--- src/rtl/ball_frame_sequencer_if.sv ---
// Signal bundle between the raster timing source, the ball frame sequencer and the renderer.
// The slave modport is the sequencer's view; master is the driving/observing side.
interface ball_frame_sequencer_if;
    logic [9:0] hpos;
    logic [9:0] vpos;
    logic [1:0] speed_sel;
    logic       pause;
    logic       step;
    logic [9:0] ball_x;
    logic [9:0] ball_y;
    logic       dir_x;
    logic       dir_y;
    logic       busy;
    logic       frame_done;
    logic       bounce_x;
    logic       bounce_y;
    logic [7:0] frame_cnt;
    logic [7:0] bounce_cnt;

    modport slave (
        input  hpos, vpos, speed_sel, pause, step,
        output ball_x, ball_y, dir_x, dir_y, busy, frame_done,
               bounce_x, bounce_y, frame_cnt, bounce_cnt
    );

    modport master (
        output hpos, vpos, speed_sel, pause, step,
        input  ball_x, ball_y, dir_x, dir_y, busy, frame_done,
               bounce_x, bounce_y, frame_cnt, bounce_cnt
    );
endinterface

--- src/rtl/ball_frame_sequencer.sv ---
// Once-per-frame ball motion sequencer: IDLE -> CALC_X -> CALC_Y -> COMMIT, fired at the start of vblank.
// Optional macro BALL_SEQ_BOUNCE_CNT_EN builds the saturating bounce counter; otherwise bounce_cnt is 0.
module ball_frame_sequencer #(
    parameter int H_ACTIVE = 640,
    parameter int V_ACTIVE = 480,
    parameter int BALL_R   = 20,
    parameter int X_INIT   = 320,
    parameter int Y_INIT   = 240,
    parameter int V_TRIG   = 480
) (
    input  logic                   clk,
    input  logic                   rst_n,
    ball_frame_sequencer_if.slave  bus
);

    localparam logic [1:0] ST_IDLE   = 2'd0;
    localparam logic [1:0] ST_CALC_X = 2'd1;
    localparam logic [1:0] ST_CALC_Y = 2'd2;
    localparam logic [1:0] ST_COMMIT = 2'd3;

    localparam logic [10:0] POS_LO    = 11'(BALL_R);
    localparam logic [10:0] X_HI      = 11'(H_ACTIVE - BALL_R);
    localparam logic [10:0] Y_HI      = 11'(V_ACTIVE - BALL_R);
    localparam logic [9:0]  X_RST     = 10'(X_INIT);
    localparam logic [9:0]  Y_RST     = 10'(Y_INIT);
    localparam logic [9:0]  TRIG_LINE = 10'(V_TRIG);

    logic [1:0] state;
    logic       upd;
    logic       step_armed;
    logic [9:0] ball_x;
    logic [9:0] ball_y;
    logic       dir_x;
    logic       dir_y;
    logic       busy;
    logic       frame_done;
    logic       bounce_x;
    logic       bounce_y;
    logic [7:0] frame_cnt;

    logic [2:0] spd;
    logic [9:0] nx;
    logic [9:0] ny;
    logic       ndx;
    logic       ndy;
    logic       flip_x;
    logic       flip_y;

    logic trig;
    assign trig = (bus.hpos == 10'd0) && (bus.vpos == TRIG_LINE);

    // Result packs {flip, new_dir, new_pos}; the wall is reached when the step would touch or cross it.
    function automatic logic [11:0] step_axis(input logic [9:0]  pos,
                                              input logic        dir,
                                              input logic [2:0]  s,
                                              input logic [10:0] lo,
                                              input logic [10:0] hi);
        logic [10:0] sum;
        logic [10:0] lim;
        logic [10:0] diff;
        sum  = {1'b0, pos} + {8'd0, s};
        lim  = lo + {8'd0, s};
        diff = {1'b0, pos} - {8'd0, s};
        if (dir) begin
            if (sum >= hi) step_axis = {1'b1, 1'b0, hi[9:0]};
            else           step_axis = {1'b0, 1'b1, sum[9:0]};
        end else begin
            if ({1'b0, pos} <= lim) step_axis = {1'b1, 1'b1, lo[9:0]};
            else                    step_axis = {1'b0, 1'b0, diff[9:0]};
        end
    endfunction

    // Shadow datapath: speed latch and per-axis results, never observed directly.
    always_ff @(posedge clk) begin
        if (state == ST_IDLE && trig)
            spd <= {1'b0, bus.speed_sel} + 3'd1;
        if (state == ST_CALC_X)
            {flip_x, ndx, nx} <= step_axis(ball_x, dir_x, spd, POS_LO, X_HI);
        if (state == ST_CALC_Y)
            {flip_y, ndy, ny} <= step_axis(ball_y, dir_y, spd, POS_LO, Y_HI);
    end

    always_ff @(posedge clk) begin
        if (!rst_n) begin
            state      <= ST_IDLE;
            upd        <= 1'b0;
            step_armed <= 1'b0;
            ball_x     <= X_RST;
            ball_y     <= Y_RST;
            dir_x      <= 1'b1;
            dir_y      <= 1'b1;
            busy       <= 1'b0;
            frame_done <= 1'b0;
            bounce_x   <= 1'b0;
            bounce_y   <= 1'b0;
            frame_cnt  <= 8'd0;
        end else begin
            frame_done <= 1'b0;
            bounce_x   <= 1'b0;
            bounce_y   <= 1'b0;
            case (state)
                ST_IDLE: begin
                    if (trig) begin
                        upd       <= !bus.pause || step_armed;
                        frame_cnt <= frame_cnt + 8'd1;
                        busy      <= 1'b1;
                        state     <= ST_CALC_X;
                    end
                end
                ST_CALC_X: state <= ST_CALC_Y;
                ST_CALC_Y: state <= ST_COMMIT;
                default: begin
                    busy       <= 1'b0;
                    frame_done <= 1'b1;
                    state      <= ST_IDLE;
                    if (upd) begin
                        ball_x     <= nx;
                        ball_y     <= ny;
                        dir_x      <= ndx;
                        dir_y      <= ndy;
                        bounce_x   <= flip_x;
                        bounce_y   <= flip_y;
                        step_armed <= 1'b0;
                    end
                end
            endcase
            // A step landing in the commit cycle re-arms: the set must override the clear above.
            if (bus.pause && bus.step)
                step_armed <= 1'b1;
        end
    end

`ifdef BALL_SEQ_BOUNCE_CNT_EN
    logic [7:0] bounce_cnt;

    function automatic logic [7:0] sat_add8(input logic [7:0] a, input logic [1:0] b);
        logic [8:0] t;
        t = {1'b0, a} + {7'd0, b};
        sat_add8 = t[8] ? 8'hFF : t[7:0];
    endfunction

    always_ff @(posedge clk) begin
        if (!rst_n)
            bounce_cnt <= 8'd0;
        else if (state == ST_COMMIT && upd)
            bounce_cnt <= sat_add8(bounce_cnt, {1'b0, flip_x} + {1'b0, flip_y});
    end

    assign bus.bounce_cnt = bounce_cnt;
`else
    assign bus.bounce_cnt = 8'd0;
`endif

    assign bus.ball_x     = ball_x;
    assign bus.ball_y     = ball_y;
    assign bus.dir_x      = dir_x;
    assign bus.dir_y      = dir_y;
    assign bus.busy       = busy;
    assign bus.frame_done = frame_done;
    assign bus.bounce_x   = bounce_x;
    assign bus.bounce_y   = bounce_y;
    assign bus.frame_cnt  = frame_cnt;

endmodule

--- src/flat_wrapper.sv ---
// flat-port wrapper written by rule: the top's interface ports become plain ports
module ball_frame_sequencer_flat 
#(
    parameter int H_ACTIVE = 640,
    parameter int V_ACTIVE = 480,
    parameter int BALL_R   = 20,
    parameter int X_INIT   = 320,
    parameter int Y_INIT   = 240,
    parameter int V_TRIG   = 480
)
  (clk, rst_n, bus_hpos, bus_vpos, bus_speed_sel, bus_pause, bus_step, bus_ball_x, bus_ball_y, bus_dir_x, bus_dir_y, bus_busy, bus_frame_done, bus_bounce_x, bus_bounce_y, bus_frame_cnt, bus_bounce_cnt);
  ball_frame_sequencer_if bus_i ();
  input  logic clk;
  input  logic rst_n;
  input wire logic [$bits(bus_i.hpos)-1:0] bus_hpos;
  input wire logic [$bits(bus_i.vpos)-1:0] bus_vpos;
  input wire logic [$bits(bus_i.speed_sel)-1:0] bus_speed_sel;
  input wire logic [$bits(bus_i.pause)-1:0] bus_pause;
  input wire logic [$bits(bus_i.step)-1:0] bus_step;
  output wire logic [$bits(bus_i.ball_x)-1:0] bus_ball_x;
  output wire logic [$bits(bus_i.ball_y)-1:0] bus_ball_y;
  output wire logic [$bits(bus_i.dir_x)-1:0] bus_dir_x;
  output wire logic [$bits(bus_i.dir_y)-1:0] bus_dir_y;
  output wire logic [$bits(bus_i.busy)-1:0] bus_busy;
  output wire logic [$bits(bus_i.frame_done)-1:0] bus_frame_done;
  output wire logic [$bits(bus_i.bounce_x)-1:0] bus_bounce_x;
  output wire logic [$bits(bus_i.bounce_y)-1:0] bus_bounce_y;
  output wire logic [$bits(bus_i.frame_cnt)-1:0] bus_frame_cnt;
  output wire logic [$bits(bus_i.bounce_cnt)-1:0] bus_bounce_cnt;
  assign bus_i.hpos = bus_hpos;
  assign bus_i.vpos = bus_vpos;
  assign bus_i.speed_sel = bus_speed_sel;
  assign bus_i.pause = bus_pause;
  assign bus_i.step = bus_step;
  assign bus_ball_x = bus_i.ball_x;
  assign bus_ball_y = bus_i.ball_y;
  assign bus_dir_x = bus_i.dir_x;
  assign bus_dir_y = bus_i.dir_y;
  assign bus_busy = bus_i.busy;
  assign bus_frame_done = bus_i.frame_done;
  assign bus_bounce_x = bus_i.bounce_x;
  assign bus_bounce_y = bus_i.bounce_y;
  assign bus_frame_cnt = bus_i.frame_cnt;
  assign bus_bounce_cnt = bus_i.bounce_cnt;
  ball_frame_sequencer #(.H_ACTIVE(H_ACTIVE), .V_ACTIVE(V_ACTIVE), .BALL_R(BALL_R), .X_INIT(X_INIT), .Y_INIT(Y_INIT), .V_TRIG(V_TRIG)) u_core (.clk(clk), .rst_n(rst_n), .bus(bus_i));
endmodule
--- config.mk ---
export PLATFORM = sky130hd
export DESIGN_NAME = ball_frame_sequencer_flat
export DESIGN_NICKNAME = d
export VERILOG_FILES = /design/src/rtl/ball_frame_sequencer_if.sv /design/src/rtl/ball_frame_sequencer.sv /design/src/flat_wrapper.sv
export SDC_FILE = /design/constraint.sdc
export NUM_CORES = 1
export LEC_CHECK = 0
export CORE_MARGIN = 8
export CORE_UTILIZATION = 49
export DETAILED_ROUTE_END_ITERATION = 6
export PLACE_DENSITY = 0.76
export SYNTH_ARGS = -nofsm -noshare
export SYNTH_HDL_FRONTEND = slang
export SYNTH_SLANG_ARGS = --single-unit
--- constraint.sdc ---
create_clock -name clk -period 2.9 [get_ports clk]
set_clock_uncertainty 0.15 [all_clocks]
set_input_delay 0.725 -clock clk [delete_from_list [all_inputs] [get_ports clk]]
set_output_delay 0.725 -clock clk [all_outputs]
set_load 0.02 [all_outputs]
==> summary.md, run 1 <==
| Metric | Value |
|---|---|
| Worst Hold Class | reg2reg |
| DR vias | 3,712 |
| Predominant post-synthesis flop cell | dfxtp_1 |
| Gpl congestion | between 0.8 and 0.9 |
| CP delay by family, top | simple AND/OR/NAND/NOR gates |
| Hold_sp | u_core.ny[7]$_DFFE_PP_ |
| Die area | about 12,000 sq um |
| Port Buffers | between 50 and 60 |
| Internal power | about 1.3 mW |
| Netlist Area Pre-Place | 4160 sq um |
| Worst r2r src | u_core.spd[0]$_DFFE_PP_ |
| Mux cell area share after synthesis | between 1 and 1.5% |
| Seq/Total Area, Yosys | 37.8% |
| Pin count of the biggest net entering global routing | 24 |
| Worst EP required | ~2800 ps |
| Top Ports | 68 |
| Number of global-route vias before repair | about 3.7k |
| Net Sw Frac | approximately 22% |
| Final Slew Violations | 0 |
| DRT iter0 DRCs | 196 |
| Xor/xnor share of the synthesized area | 2.95% |
| Least-Margin Pin Slew | approximately 880 ps |
| Max Cap Violations | 0 |
| H-tree levels | 3 |
| First-pass GRT wire length | around 18,000 um |
| Crit path launch | u_core.spd[0]$_DFFE_PP_ |
| Cell taking the most area after synthesis | edfxtp_1 |
| CP Data Arrival Time | roughly 2800 ps |
| Row count | 33 |
| Design area | around 5500 sq um |
| Clock tree sinks | 65 |
| Switch Pwr | 0.369 mW |
| Endpoints failing hold | 0 |
| Clk slew on worst S/H paths | 70 ps |
| Count leader, synth | nand2_1 |
| Via density | 5.61 |
| GRT Overall Usage | about a fifth |
| Starting Density | ~51% |
| Die height | 108 um |
| Fin nets | around 600 |
| Synth warn | 0 |
| Gate power share | about 3.7% |
| Syn Area/Cell | between 9 and 10 sq um |
| CTS tree | built |
| Floorplan Core Area | 8220 sq um |
| Hold_buf cts | 0 |
| Element type at the critical path start | register |
| Placed Instance Area | about 5000 sq um |
| Final Cycle Share | 97.3% |
| Layout cells sized above 1 | 20.5% |
| Core Util, Final | between 60% and 70% |
| Reg2reg path depth | 10 |
| Unrepaired setup endpoints after global routing | true |
| Status | finished, final reports clean |
| Clock share of power | 40.9% |
| Crit path buf inv count | 1 |
| Hpwl dp | 7820 um |
| Finished Layout Cells | between 600 and 700 |
| Peak supply drop | approximately 0.32 mV |
| CP Max Fanout | 5 |
| Worst path depth | 10 |
| Post-route DRC | 0 |
| Antenna diodes | 0 |
| Clk_lat worst skew | approximately 330 ps |
| Crit-path slowest cell | edfxtp_1 |
| Fmax | roughly 350 MHz |
| Hold path cells | 2 |
| Overall power | approximately 1.7 mW |
| Post-Syn Instances | roughly 460 |
| Area grow syn2layout | 31.0% |
| Total global routing overflow | 0 |
| Adder-Cell Fraction of Synth Area | between 7 and 8% |
| Worst path max stage delay | 400 ps |
| Synth top cells by count | nand2_1 (63), dfxtp_1 (38), edfxtp_1 (27) |
| Async SR Flop Fraction | 0% |
| Crit end category | register |
| DR WL/cell | about 17 um |
| Initial antenna violation count | 0 |
| Setup CP Type | reg2reg |
| Critical-path cell list | ha_2 -> fa_2 -> and2b_2 -> or2_4 -> nand3_4 -> mux2i_4 -> buf_4 -> a41oi_4 -> o211ai_1 -> o21ai_0 |
| Largest family of logic cells by synthesized area | simple AND/OR/NAND/NOR gates |
| Clock Root Buffer | clkbuf_8 |
| EDFF count, synth | 27 |
| Flop pwr share | a little under three fifths |
| Worst rel slew slack | 40.9% |
| Synth Register Bits | between 60 and 70 |
| Die X | around 110 um |
| DRT Pass-1 Iters | 5 |
| Antenna-violating nets left | 0 |
| Clock buffer depth | 2 |
| Compound-Gate Fraction of Synth Area | between 10% and 20% |
| DRT Wirelength | about 11,000 um |
| P_leak | about 2.1 nW |
| Total CTS buffers | 9 |
| Synth unique cells | 81 |
| Setup Viol. Count Final | 0 |
| Simple-gate share of the synthesized area | 23.5% |
| Synth top area share | around a fifth |
| Dpl cells | 637 |
| Top post-synthesis cells by area | edfxtp_1 (19%), dfxtp_1 (18%), ha_1 (6.0%) |
| Min Tclk post-route | around 2800 ps |
| Power per cell area | between 300 and 400 nW/um^2 |
## power groups by stage
stage | registers, mW | logic (mW) | clock network (mW)
final | 0.946 | 0.0626 | 0.699
after CTS | 0.946 | 0.0618 | 0.710
after detailed placement | 0.967 | 0.0615 | 0
after floorplan | 0.967 | 0.0305 | 0
after global placement | 0.967 | 0.0603 | 0
after global routing | 0.946 | 0.0678 | 0.755
## final cells by class
type / instances / area (sq um)
fill: 669 / 2770
multi-input combinational: 338 / 2470
tap: 105 / 131
clock inverter: 3 / 16.3
inverter: 24 / 90.1
clock buffer: 13 / 159
sequential: 65 / 1570
timing repair buffer: 114 / 1010
## worst reg2reg max path: stages (launching register included)
cell and delay (ps):
edfxtp_1 400, ha_2 210, fa_2 340, and2b_2 210
or2_4 260, nand3_4 110, mux2i_4 290, buf_4 160
a41oi_4 130, o211ai_1 190, o21ai_0 100
## flip-flops by register name, indices dropped and copies added (netlist names), 2 cells and up
register	count
u_core.spd	3
u_core.bus.ball_y	10
u_core.bus.ball_x	10
u_core.state	2
u_core.ny	10
u_core.bus.frame_cnt	8
u_core.nx	10
## final timing paths
kind | to | slack, ps
worst max-delay path | u_core.nx[2]$_DFFE_PP_ | 80
worst min-delay path | u_core.bus.ball_y[7]$_SDFFE_PN1P_ | 310
worst max register to register | u_core.nx[2]$_DFFE_PP_ | 80
worst min register to register | u_core.bus.ball_y[7]$_SDFFE_PN1P_ | 310
## repair_timing
action	CTS	global route
pin swaps	4	11
cloned	1	0
gates resized for setup	9	26
endpoints found under the setup margin	9	14
setup buffers	4	4
## per-layer routing
metal  GRT usage [%]  share of wire, %
met5               0                 0
met3            4.64               7.6
met4            6.44               1.4
met1            23.2                43
met2            31.2                48
## cell usage in the layout (no fill, tap or decap), types with 4 or more instances in the layout
cell / count
and2_1: 9
nand3_1: 15
a21oi_1: 12
buf_4: 54
ha_1: 19
o21ai_0: 15
clkdlybuf4s50_1: 59
o22ai_1: 4
nand4_1: 9
dfxtp_1: 38
nor2_1: 22
conb_1: 8
o211ai_1: 5
a21boi_0: 14
inv_1: 24
nand2_1: 62
nand2b_1: 6
a22oi_1: 4
xor2_1: 4
xnor2_1: 8
and4_1: 4
nor3_1: 11
edfxtp_1: 27
nor2b_1: 6
clkbuf_8: 11
## cell families (layout without fill, tap and decap cells)
family / Yosys count / in the layout
compound gates: 100 / 101
xor+xnor: 14 / 14
fa+ha+maj: 24 / 24
buf+inv: 61 / 154
flops: 65 / 65
mux: 6 / 6
other cells: 1 / 8
simple gates: 185 / 185
## through the flow
stage	setup WS, ps	hold slack (ps)	setup TNS, ps
2_1_floorplan	6.99	283	0
3_3_place_gp	-189	288	-557
3_5_place_dp	-246	293	-1380
4_1_cts	-3.84	311	-3.84
5_1_grt	-58.8	331	-251
6_report	76.9	313	0
(Power assumes the default switching activity.)
==> run 2: changes to the inputs <==
- CAP_MARGIN: not set -> 20
==> results of run 2 <==
Final layout, timing and power as in run 1 (identical DEF).
==> run 3: changes to the inputs <==
- CORE_MARGIN: 8 -> 3
- CTS_CLUSTER_DIAMETER: not set -> 30
==> run 3 against run 2 <==
Against the previous run: maximum frequency shrank 2.6%; sequential share of layout area shrank 0.086 points; global-route usage grew 3.1 points.
==> summary.md, run 3 (synthesized netlist as in run 1, its figures left out) <==
| Metric | Value |
|---|---|
| Flop2flop setup slack | 1 ps (-80 ps) |
| CP Max Fanout | 5 (unchanged) |
| Top Ports | 68 (unchanged) |
| Initial antenna violation count | 0 (unchanged) |
| Worst path depth | 10 (unchanged) |
| Commonest non-fill, non-tap cell in the layout | nand2_1 |
| Endpoints failing hold | 0 (unchanged) |
| Fin nets | 593 (-1.5%) |
| CP Data Arrival Time | 2820 ps (+70 ps) |
| Finished Layout Cells | 650 (-1.8%) |
| Dpl cells | 629 (-1.3%) |
| Setup CP Type | reg2reg |
| Layout cells sized above 1 | 20.3% (-0.21 points) |
| GRT Overall Usage | 21.9% (+3.1 points) |
| Clock tree sinks | 65 (unchanged) |
| Status | finished, final reports clean |
| Setup Viol. Count Final | 0 (unchanged) |
| Worst path max stage delay | 420 ps (+20 ps) |
| Clk slew on worst S/H paths | 70 ps (about the same) |
| Crit path launch | u_core.spd[1]$_DFFE_PP_ |
| Reg2reg path depth | 10 (unchanged) |
| DRT Wirelength | 10,900 um (-1.7%) |
| Final Slew Violations | 0 (unchanged) |
| Worst Hold Class | reg2reg |
| Crit-path slowest cell | edfxtp_1 |
| Unrepaired setup endpoints after global routing | true |
| Floorplan Core Area | 7970 sq um (-3.0%) |
| Die height | 98.2 um (-9.2%) |
| DRT iter0 DRCs | 182 (-7.1%) |
| Worst EP required | 2820 ps (about the same) |
| Multi-input gate area | 2520 sq um (+1.8%) |
| Number of global-route vias before repair | 3,614 (-1.6%) |
| Crit end category | register |
| Pin count of the biggest net entering global routing | 39 (+63%) |
| Element type at the critical path start | register |
| Total CTS buffers | 9 (unchanged) |
| Least-Margin Pin Slew | 927 ps (+42.0 ps) |
| Crit path buf inv count | 2 (+1) |
| Critical Path End | u_core.nx[6]$_DFFE_PP_ |
| Starting Density | 52.2% (+1.6 points) |
| Gpl congestion | 0.904 (+0.65%) |
| FF-to-FF End | u_core.nx[6]$_DFFE_PP_ |
| Peak supply drop | 0.213 mV (-33%) |
| Clock buffer depth | 2 (unchanged) |
| Power per cell area | 340 nW/um^2 (+8.4%) |
| Worst r2r src | u_core.spd[1]$_DFFE_PP_ |
| Final Cycle Share | 100% (+2.6 points) |
| H-tree levels | 3 (unchanged) |
| Clock Root Buffer | clkbuf_8 |
| CTS tree | built |
| DR WL/cell | 16.8 um (+0.14%) |
| Antenna diodes | 0 (unchanged) |
| Critical-path cell list | buf_4 -> fa_2 -> and2b_2 -> buf_4 -> o21ai_2 -> xor2_2 -> o2bb2ai_4 -> a41oi_4 -> and3b_1 -> o32ai_2 |
| Min Tclk post-route | 2900 ps (+75.6 ps) |
| Total global routing overflow | 0 (unchanged) |
| Fmax | 345 MHz (-2.6%) |
| Hpwl dp | 7340 um (-6.1%) |
| Die X | 98.2 um (-9.2%) |
| Row count | 32 (-3.0%) |
| Antenna-violating nets left | 0 (unchanged) |
| Port Buffers | 59 (unchanged) |
| P_leak | 2.13 nW (-0.76%) |
| DR vias | 3,771 (+1.6%) |
| Most frequent cells in the layout | nand2_1 (63), clkdlybuf4s50_1 (59), buf_4 (45) |
| Storage cell area | 1570 sq um (unchanged) |
| Hold_buf cts | 0 (unchanged) |
| Max Cap Violations | 0 (unchanged) |
| Critical path's most frequent cell | buf_4 |
| Area grow syn2layout | 31.4% |
| Post-route DRC | 0 (unchanged) |
| Overall power | 1.86 mW (+8.8%) |
| Filler Cells Inserted | 619 (-7.5%) |
| Worst rel slew slack | 38.1% (-2.8 points) |
| Die area | 9630 sq um (-18%) |
| First-pass GRT wire length | 17,400 um (-1.4%) |
| Clk_lat worst skew | 340 ps (about the same) |
| DRT Pass-1 Iters | 5 (unchanged) |
| Via density | 5.80 (+3.5%) |
| CP delay by family, top | compound AO/OA/AOI/OAI gates |
| Post-route setup slack | 1.27 ps (-75.6 ps) |
| Setup WS pre-CTS | -254 ps (-8.73 ps) |
-- run 3: layer usage --
layer  vias to the layer above  part of all wire [%]  routed length [um]  GRT usage (%)
met5                         -                     0                   0              0
met4                         0                   1.5                 167           7.46
met3                        22                   5.9                 641           3.86
met2                       149                    49                5310           35.4
met1                      1801                    44                4770           29.8
li1                       1799                     -                   -              -
-- run 3: worst min path at each step --
stage | start | to | slack [ps] | depth (start not counted)
finish | u_core.nx[6]$_DFFE_PP_ | u_core.bus.ball_x[6]$_SDFFE_PN1P_ | 310 | 2
global route | u_core.ny[5]$_DFFE_PP_ | u_core.bus.ball_y[5]$_SDFFE_PN1P_ | 330 | 2
CTS | u_core.nx[6]$_DFFE_PP_ | u_core.bus.ball_x[6]$_SDFFE_PN1P_ | 310 | 2
detailed placement | u_core.nx[8]$_DFFE_PP_ | u_core.bus.ball_x[8]$_SDFFE_PN1P_ | 300 | 2
global placement | u_core.nx[6]$_DFFE_PP_ | u_core.bus.ball_x[6]$_SDFFE_PN1P_ | 290 | 2
floorplan | u_core.nx[6]$_DFFE_PP_ | u_core.bus.ball_x[6]$_SDFFE_PN1P_ | 280 | 2
-- run 3: worst min-delay path: cells and delay by family, from the launching register on --
| family | cells | cell delay [ps] |
|---|---|---|
| AND/OR/NAND/NOR | 2 | 120 |
| flip-flops | 1 | 320 |
-- run 3: per-stage QoR --
stage	TNS (ps)	utilization, %	hold WS (ps)	area [sq um]
finish	0	68.6	310	5470
global route	-431	68.6	334	5470
CTS	-80.2	66.1	312	5270
detailed placement	-1330	62.5	298	4980
global placement	-482	62.5	285	4980
floorplan	0	-	283	4190
-- run 3: timing repair --
item	CTS	global route
setup endpoints to repair	11	14
hold endpoints to repair	0	0
buffers inserted	2	2
resized for setup	9	34
pin swaps	3	11
gates cloned	1	0
-- run 3: report_power, final --
part	total (mW)	switching, mW	internal (mW)
Clock	0.852	0.368	0.484
Sequential	0.946	0.000563	0.945
Combinational	0.0601	0.0232	0.0369
-- run 3: final cells by class --
| class | count | share of cell area (%) |
|---|---|---|
| tap | 102 | 2.33 |
| clock buffer | 9 | 2.27 |
| clock inverter | 7 | 1.74 |
| multi-input combinational | 338 | 46.1 |
| inverter | 24 | 1.65 |
| timing repair buffer | 105 | 17.2 |
| sequential | 65 | 28.7 |
